--- src/rtl/binop_vector_seq.sv ---
// binop_vector_seq: stimulus/response checker around a 1-bit binary-operator DUT.
// It issues vector k as a = k[0], b = k[1], and it compares y against OP(a, b)
// through an alignment pipeline that is LATENCY+1 deep.
// Optional feature macro: BINOP_SEQ_ERR_CNT_EN. When it is defined, the checker
// runs to completion and counts mismatches. When it is undefined, the checker
// stops at the first mismatch and err_count is tied to 0.
module binop_vector_seq #(
  parameter int unsigned NUM_VEC = 4,
  parameter int unsigned LATENCY = 1,
  parameter int unsigned OP      = 0
) (
  input  logic        clock,
  input  logic        reset,
  output logic        a,
  output logic        b,
  input  logic        y,
  output logic        done,
  output logic        pass,
  output logic        fail,
  output logic [15:0] fail_idx,
  output logic [7:0]  err_count
);

  localparam logic [15:0] LastIdx = 16'(NUM_VEC - 1);
`ifdef BINOP_SEQ_ERR_CNT_EN
  localparam bit StopOnFail = 1'b0;
`else
  localparam bit StopOnFail = 1'b1;
`endif

  typedef enum logic [1:0] {StIdle, StRun, StDrain, StFin} state_e;

  state_e           state_q, state_d;
  logic [15:0]      launch_idx_q, launch_idx_d;
  logic [15:0]      cmp_idx_q, cmp_idx_d;
  logic             a_q, a_d, b_q, b_d;
  logic [LATENCY:0] exp_pipe_q, vld_pipe_q;
  logic             push_exp, push_vld;
  logic             done_q, done_d, pass_q, pass_d, fail_q, fail_d;
  logic [15:0]      fail_idx_q, fail_idx_d;
  logic [7:0]       err_q, err_d;
  logic             cmp_vld, mismatch, last_launch, last_cmp, stop_now, launch, fin_now;

  function automatic logic op_fn(logic x, logic z);
    case (OP)
      0:       return x ^ z;
      1:       return x & z;
      2:       return x | z;
      default: return ~(x ^ z);
    endcase
  endfunction

  // Decode the comparison point at the tail of the alignment pipeline.
  always_comb begin
    cmp_vld     = vld_pipe_q[LATENCY] && (state_q == StRun || state_q == StDrain);
    // The case inequality makes an X or Z on y count as a mismatch in simulation.
    mismatch    = cmp_vld && (y !== exp_pipe_q[LATENCY]);
    last_launch = (launch_idx_q == LastIdx);
    last_cmp    = cmp_vld && (cmp_idx_q == LastIdx);
    stop_now    = StopOnFail && mismatch;
  end

  // State register.
  always_ff @(posedge clock) begin
    if (reset) state_q <= StIdle;
    else       state_q <= state_d;
  end

  // Next-state logic.
  always_comb begin
    state_d = state_q;
    case (state_q)
      // Vector 0 launches on the first edge out of reset.
      StIdle:  state_d = last_launch ? StDrain : StRun;
      StRun: begin
        if (stop_now)         state_d = StFin;
        else if (last_launch) state_d = StDrain;
      end
      StDrain: if (stop_now || last_cmp) state_d = StFin;
      StFin:   state_d = StFin;
      default: state_d = StIdle;
    endcase
  end

  // Output and datapath next-state logic.
  always_comb begin
    launch       = (state_q == StIdle) || (state_q == StRun && !stop_now);
    a_d          = launch & launch_idx_q[0];
    b_d          = launch & launch_idx_q[1];
    push_vld     = launch;
    push_exp     = launch & op_fn(launch_idx_q[0], launch_idx_q[1]);
    launch_idx_d = launch ? launch_idx_q + 16'd1 : launch_idx_q;
    // Results return in launch order, so the count of comparisons is the vector index.
    cmp_idx_d    = cmp_vld ? cmp_idx_q + 16'd1 : cmp_idx_q;
    fin_now      = (state_d == StFin) && (state_q != StFin);
    fail_d       = fail_q | mismatch;
    fail_idx_d   = (mismatch && !fail_q) ? cmp_idx_q : fail_idx_q;
    done_d       = done_q | fin_now;
    pass_d       = pass_q | (fin_now & ~fail_d);
`ifdef BINOP_SEQ_ERR_CNT_EN
    err_d        = (mismatch && err_q != 8'hFF) ? err_q + 8'd1 : err_q;
`else
    err_d        = 8'd0;
`endif
  end

  // Datapath and status registers.
  always_ff @(posedge clock) begin
    if (reset) begin
      launch_idx_q <= '0;
      cmp_idx_q    <= '0;
      a_q          <= 1'b0;
      b_q          <= 1'b0;
      done_q       <= 1'b0;
      pass_q       <= 1'b0;
      fail_q       <= 1'b0;
      fail_idx_q   <= '0;
      err_q        <= '0;
    end else begin
      launch_idx_q <= launch_idx_d;
      cmp_idx_q    <= cmp_idx_d;
      a_q          <= a_d;
      b_q          <= b_d;
      done_q       <= done_d;
      pass_q       <= pass_d;
      fail_q       <= fail_d;
      fail_idx_q   <= fail_idx_d;
      err_q        <= err_d;
    end
  end

  if (LATENCY == 0) begin : g_pipe_single
    // Alignment pipeline with a single stage.
    always_ff @(posedge clock) begin
      if (reset) begin
        exp_pipe_q <= '0;
        vld_pipe_q <= '0;
      end else begin
        exp_pipe_q <= push_exp;
        vld_pipe_q <= push_vld;
      end
    end
  end else begin : g_pipe_multi
    // Alignment pipeline that shifts toward the comparison point.
    always_ff @(posedge clock) begin
      if (reset) begin
        exp_pipe_q <= '0;
        vld_pipe_q <= '0;
      end else begin
        exp_pipe_q <= {exp_pipe_q[LATENCY-1:0], push_exp};
        vld_pipe_q <= {vld_pipe_q[LATENCY-1:0], push_vld};
      end
    end
  end

  assign a         = a_q;
  assign b         = b_q;
  assign done      = done_q;
  assign pass      = pass_q;
  assign fail      = fail_q;
  assign fail_idx  = fail_idx_q;
  assign err_count = err_q;

endmodule
--- config.mk ---
export PLATFORM = sky130hd
export DESIGN_NAME = binop_vector_seq
export DESIGN_NICKNAME = d
export VERILOG_FILES = /design/src/rtl/binop_vector_seq.sv
export SDC_FILE = /design/constraint.sdc
export NUM_CORES = 1
export LEC_CHECK = 0
export ABC_CLOCK_PERIOD_IN_PS = 2200
export CELL_PAD_IN_SITES_DETAIL_PLACEMENT = 0
export CELL_PAD_IN_SITES_GLOBAL_PLACEMENT = 1
export CORE_MARGIN = 2
export CORE_UTILIZATION = 38
export DETAILED_ROUTE_END_ITERATION = 10
export PLACE_DENSITY_LB_ADDON = 0.1
export SYNTH_ARGS = -nofsm -noshare
export SYNTH_HDL_FRONTEND = slang
export SYNTH_SLANG_ARGS = --single-unit
--- constraint.sdc ---
create_clock -name clock -period 2.2 [get_ports clock]
set_clock_uncertainty 0.15 [all_clocks]
set_input_delay 0.33 -clock clock [delete_from_list [all_inputs] [get_ports clock]]
set_output_delay 0.33 -clock clock [all_outputs]
set_load 0.05 [all_outputs]
==> results.json, run 1 <==
{
  "synth_cell_types": 41,
  "cts_sinks": 59,
  "die_h_um": 87.6,
  "drive_above_1_share": 0.150,
  "num_rows": 30,
  "cp-startpoint": "state_q[0]",
  "synth_seq_cells": 59,
  "worstHoldEndpoint": "vld_pipe_q[1]",
  "ant_nets": 0,
  "slew_viol_final": 0,
  "synth_most_common_cell": "dfxtp_1",
  "r2r_slack_ps": 100,
  "hold_viol": 0,
  "worstHoldPathCells": 1,
  "core-area_mm2": 0.00679,
  "hpwlAfterDp_mm": 3.78,
  "synthArstFlopShare": 0,
  "grt_pass1_vias": 1949,
  "drc": 0,
  "vias": 2089,
  "finalNetCount": 338,
  "postCtsHoldBufs": 0,
  "antenna_found_initial": 0,
  "initial_utilization": 0.391,
  "cap_violations": 0,
  "fillers": 645,
  "crit_fanout": 4,
  "cts_tree": "yes",
  "r2r_start": "state_q[0]",
  "synth_top_area_share": 0.445,
  "worstPathRequired_ps": 2260,
  "fin_crit_ps": 2100,
  "htreeDepth": 3,
  "peakVddDrop_mv": 0.476,
  "end_kind": "register",
  "setup_viol": 0,
  "rsz0062_at_grt": "false",
  "status": "completed",
  "finalPower_mw": 2.89,
  "ios": 32,
  "synthCells": 288,
  "routed_wl_mm": 5.55,
  "min_from": "vld_pipe_q[0]",
  "cts.clk_slew.worst_paths_ps": 70,
  "hp-class": "reg -> reg",
  "yosysSeqAreaShare": 0.445,
  "fp.dieW_um": 87.6,
  "grt_overflow": 0,
  "grt_pass1_wl_mm": 9.27,
  "synthToLayoutAreaGrowth_pct": 26.7,
  "yosys.area.top_type": "dfxtp_1",
  "viasPerCell": 4.86,
  "cts-buffers-inserted": 9,
  "gp_congestion": 0.806,
  "io_buffers": 23,
  "drt_iter0_drc": 108,
  "clk_path_buf_depth": 2,
  "ys.flop_type": "dfxtp_1",
  "static-leakage-power_nw": 1.23,
  "arrival_ps": 2160,
  "start_kind": "register",
  "tightest_slew_ps": 539,
  "synth_enable_flop_cells": 0,
  "worst-r2r-cell-count": 8,
  "grt.total_usage": 0.156,
  "wl_per_cell_um": 12.9,
  "criticalPathCategory": "reg -> reg",
  "dr.pass1.iters": 4,
  "regToRegEndpoint": "pass",
  "power_density_mw_per_mm2": 860,
  "fmax_ghz": 0.476,
  "synthTopCellsByCount": "dfxtp_1, nor2_1, mux2i_1",
  "grt_max_degree": 27,
  "slew_headroom": 0.640,
  "fin_crit_sh": 0.955,
  "syn_avg_cell_area_um2": 9.22,
  "synth_warnings": 0,
  "clk_latency_ps": 340,
  "synth_area_leaders": "dfxtp_1, nor2_1, mux2i_1, xor2_1, buf_4",
  "die-area_mm2": 0.00767,
  "cts_root_buf": "clkbuf_8",
  "final.setup.tns_ps": 0,
  "diodes": 0,
  "syn-cell-area_mm2": 0.00266
}
timing repair:
item	4_1_cts	5_1_grt
setup buffers	0	1
resized for setup	0	6
endpoints found under the setup margin	0	8
how the worst max path moves through the flow:
stage / to / slack, ps / cells past startpoint
after floorplan: launch_idx_q[14] / 130 / 9
after global placement: launch_idx_q[5] / -10 / 7
after detailed placement: launch_idx_q[14] / -30 / 7
after CTS: launch_idx_q[14] / 70 / 8
after global routing: done / 1 / 8
final: pass / 100 / 8
cell families (layout without fill, tap and decap cells):
logic type,after synthesis,in the layout,share of synthesized area
XOR/XNOR,23,23,0.0759
other,1,8,0.00141
adder cells (fa/ha/maj),6,6,0.0283
multiplexers,17,17,0.0641
AND/OR/NAND/NOR,117,117,0.235
flip-flops,59,59,0.445
buffers and inverters,27,66,0.0537
AO/OA/AOI/OAI,38,38,0.0971
cells in the final DEF, fill, tap and decap left out, types with 7 or more instances in the layout:
master           count
dfxtp_1             58
nor2_1              47
clkdlybuf4s50_1     22
buf_4               18
mux2i_1             17
xor2_1              16
nand2_1             15
a21oi_1             11
o21ai_0             11
clkbuf_8            10
nor3_1               8
conb_1               8
inv_1                7
nand3_1              7
xnor2_1              7
stage by stage:
stage / cell area, um2 / cells / utilization / worst slack [ps] / hold WS, ps
6_report: 3360 / 430 / 0.495 / 99.5 / 283
3_5_place_dp: 3080 / 413 / 0.453 / -33.8 / 272
4_1_cts: 3320 / 429 / 0.489 / 70.6 / 291
5_1_grt: 3360 / 430 / 0.495 / 1.06 / 325
2_1_floorplan: 2680 / 295 / - / 131 / 264
3_3_place_gp: 3080 / 413 / 0.453 / -12.5 / 270
sequential cells by signal (all words and copies together), names as in the netlist:
register and flops:
a 1, b 1, cmp_idx_q 16, done 1, exp_pipe_q 2, fail 1, fail_idx 16, launch_idx_q 16
pass 1, state_q 2, vld_pipe_q 2
per-layer routing:
layer  part of all wire  up-vias  global-route usage
met3              0.044        8              0.0490
met5                  0        -                   0
met2               0.41       47               0.210
met1               0.53      971               0.230
met4              0.015        0              0.0587
li1                   -     1063                   -
worst max-delay path, stage by stage (launching register included):
cell and delay (ps):
dfxtp_2 330, inv_1 50, ha_1 270, and2_2 220, buf_4 160, a2111o_1 380, o221a_2 250, nand4b_1 90
o22ai_1 70
power breakdown:
part / internal [mW] / switching [mW] / leakage (nW)
clock network: 0.780 / 0.432 / 0.123
registers: 1.13 / 0.0464 / 0.477
logic: 0.209 / 0.298 / 0.631
total: 2.12 / 0.777 / 1.23
cell type report:
type	instances	area [um2]	area share
multi-input cells	209	1390	0.414
flip-flops and latches	59	1180	0.352
repair buffers	43	400	0.119
clock buffers	11	141	0.0420
well taps	96	120	0.0357
clock inverters	5	100	0.0298
inverters	7	26.3	0.00781
(Power assumes the default switching activity.)
==> inputs of run 2 (changes only) <==
- ABC_CLOCK_PERIOD_IN_PS: 2200 -> unset
- CORE_ASPECT_RATIO: unset -> 0.9
==> run 2 against run 1 <==
Against the previous run: cell area fell by 1.6%; total power rose by 1.2%; sequential share of layout area rose by 0.56 points; non-clock buffer count fell by 5; count of clock-buffer cells in the layout rose by 1; maximum frequency rose by 0.42%; critical path depth fell by 7; flip-flop and latch count did not move; hold slack got worse by 22 ps; setup slack improved by 8.8 ps; first-iteration DRC count fell by 63%; via count fell by 2.4%; highest routed layer unchanged.
==> results.json, run 2 (synthesized netlist as in run 1, its figures left out) <==
{
  "status": "completed",
  "hold_slack_ps": 261,
  "diodes": 0,
  "end_kind": "output pin",
  "fin_crit_ps": 2090,
  "critPathTopFamily": "buffers and inverters",
  "clk_path_buf_depth": 2,
  "fillers": 662,
  "htreeDepth": 3,
  "critPathSlowestCell": "clkdlybuf4s50_1",
  "arrival_ps": 1610,
  "cts-buffers-inserted": 9,
  "grt_pass1_wl_mm": 9.52,
  "vias": 2039,
  "grt_use_met2": 0.205,
  "max_stage_delay_ps": 840,
  "viasPerCell": 4.87,
  "worstHoldEndpoint": "cmp_idx_q[6]",
  "ios": 32,
  "slew_viol_final": 0,
  "slew_headroom": 0.665,
  "worstHoldPathCells": 2,
  "cts_root_buf": "clkbuf_8",
  "drc": 0,
  "num_rows": 28,
  "tightest_slew_ps": 501,
  "final_common_cell": "dfxtp_1",
  "ant_nets": 0,
  "cts_tree": "yes",
  "worstPathRequired_ps": 1720,
  "regToRegEndpoint": "launch_idx_q[14]",
  "core-area_mm2": 0.00666,
  "drive_above_1_share": 0.137,
  "regArea_mm2": 0.00118,
  "static-leakage-power_nw": 1.22,
  "final.setup.tns_ps": 0,
  "antenna_found_initial": 0,
  "worst-r2r-cell-count": 8,
  "cap_violations": 0,
  "wl_per_cell_um": 13.0,
  "rsz0062_at_grt": "false",
  "power_density_mw_per_mm2": 884,
  "path_cells": "clkdlybuf4s50_1",
  "peakVddDrop_mv": 0.507,
  "routed_wl_mm": 5.45,
  "start_kind": "register",
  "die_h_um": 83.3,
  "grt.total_usage": 0.155,
  "cts.clk_slew.worst_paths_ps": 70,
  "initial_utilization": 0.399,
  "r2r_slack_ps": 150,
  "drt_iter0_drc": 40,
  "hold_viol": 0,
  "synthToLayoutAreaGrowth_pct": 24.7,
  "final_cell_mix": "dfxtp_1, nor2_1, clkdlybuf4s50_1",
  "criticalPathCategory": "reg -> out",
  "multi_input_area_mm2": 0.00138,
  "use_met1": 0.232,
  "cts_sinks": 59,
  "finalPower_mw": 2.93,
  "r2r_start": "state_q[0]",
  "fmax_ghz": 0.478,
  "dr.pass1.iters": 4,
  "crit_fanout": 3,
  "gp_congestion": 0.788,
  "post_cts_buffers": 0,
  "busiest_layer": "met1",
  "fp.dieW_um": 92.1,
  "grt_pass1_vias": 1934,
  "fin_crit_sh": 0.951,
  "io_buffers": 23,
  "hp-class": "in -> reg",
  "path_buf_inv": 1,
  "min_from": "reset",
  "setup_viol": 0,
  "clk_latency_ps": 340,
  "grt_overflow": 0,
  "grt_max_degree": 25,
  "finalNetCount": 333,
  "die-area_mm2": 0.00767,
  "met3_usage": 0.0581,
  "hpwlAfterDp_mm": 3.71
}
[run 2: metrics by stage]
step	setup WS, ps	area, um2	util	std cells
final	108	3310	0.497	419
after global routing	20.3	3310	0.497	419
after CTS	5.13	3290	0.494	419
after detailed placement	-19.6	3030	0.455	403
after global placement	-3.77	3030	0.455	403
after floorplan	131	2680	-	295
[run 2: how the worst max path moves through the flow]
stage,startpoint,to,slack (ps),depth (start not counted)
6_report,fail,fail,110,1
5_1_grt,state_q[0],launch_idx_q[14],20,8
4_1_cts,state_q[0],launch_idx_q[13],5,7
3_5_place_dp,y,launch_idx_q[5],-20,7
3_3_place_gp,y,launch_idx_q[5],-4,7
2_1_floorplan,state_q[0],launch_idx_q[14],130,9
[run 2: layout make-up]
| type | instances | area share |
|---|---|---|
| Multi-Input combinational cell | 209 | 0.416 |
| Tap cell | 90 | 0.0340 |
| Timing Repair Buffer | 38 | 0.106 |
| Inverter | 7 | 0.00794 |
| Sequential cell | 59 | 0.357 |
| Clock inverter | 4 | 0.0287 |
| Clock buffer | 12 | 0.0499 |
[run 2: power breakdown]
group          switching [mW]  internal [mW]  leakage [nW]
clock network           0.434          0.844         0.133
registers              0.0403           1.13         0.477
logic                   0.294          0.187         0.606
[run 2: timing repair]
item                       in CTS  in global routing
gates resized for setup         0                  5
hold endpoints to repair        0                  0
hold buffers                    0                  0
setup endpoints to repair       0                 13
[run 2: layer usage]
layer | vias up | routed length, um
li1 | 1057 | -
met1 | 937 | 3030
met2 | 38 | 2140
met3 | 7 | 233
met4 | 0 | 51
met5 | - | 0
==> inputs of run 3 (changes only) <==
- CTS_CLUSTER_DIAMETER: unset -> 60
==> results of run 3 <==
Final layout, timing and power as in run 2 (identical DEF).
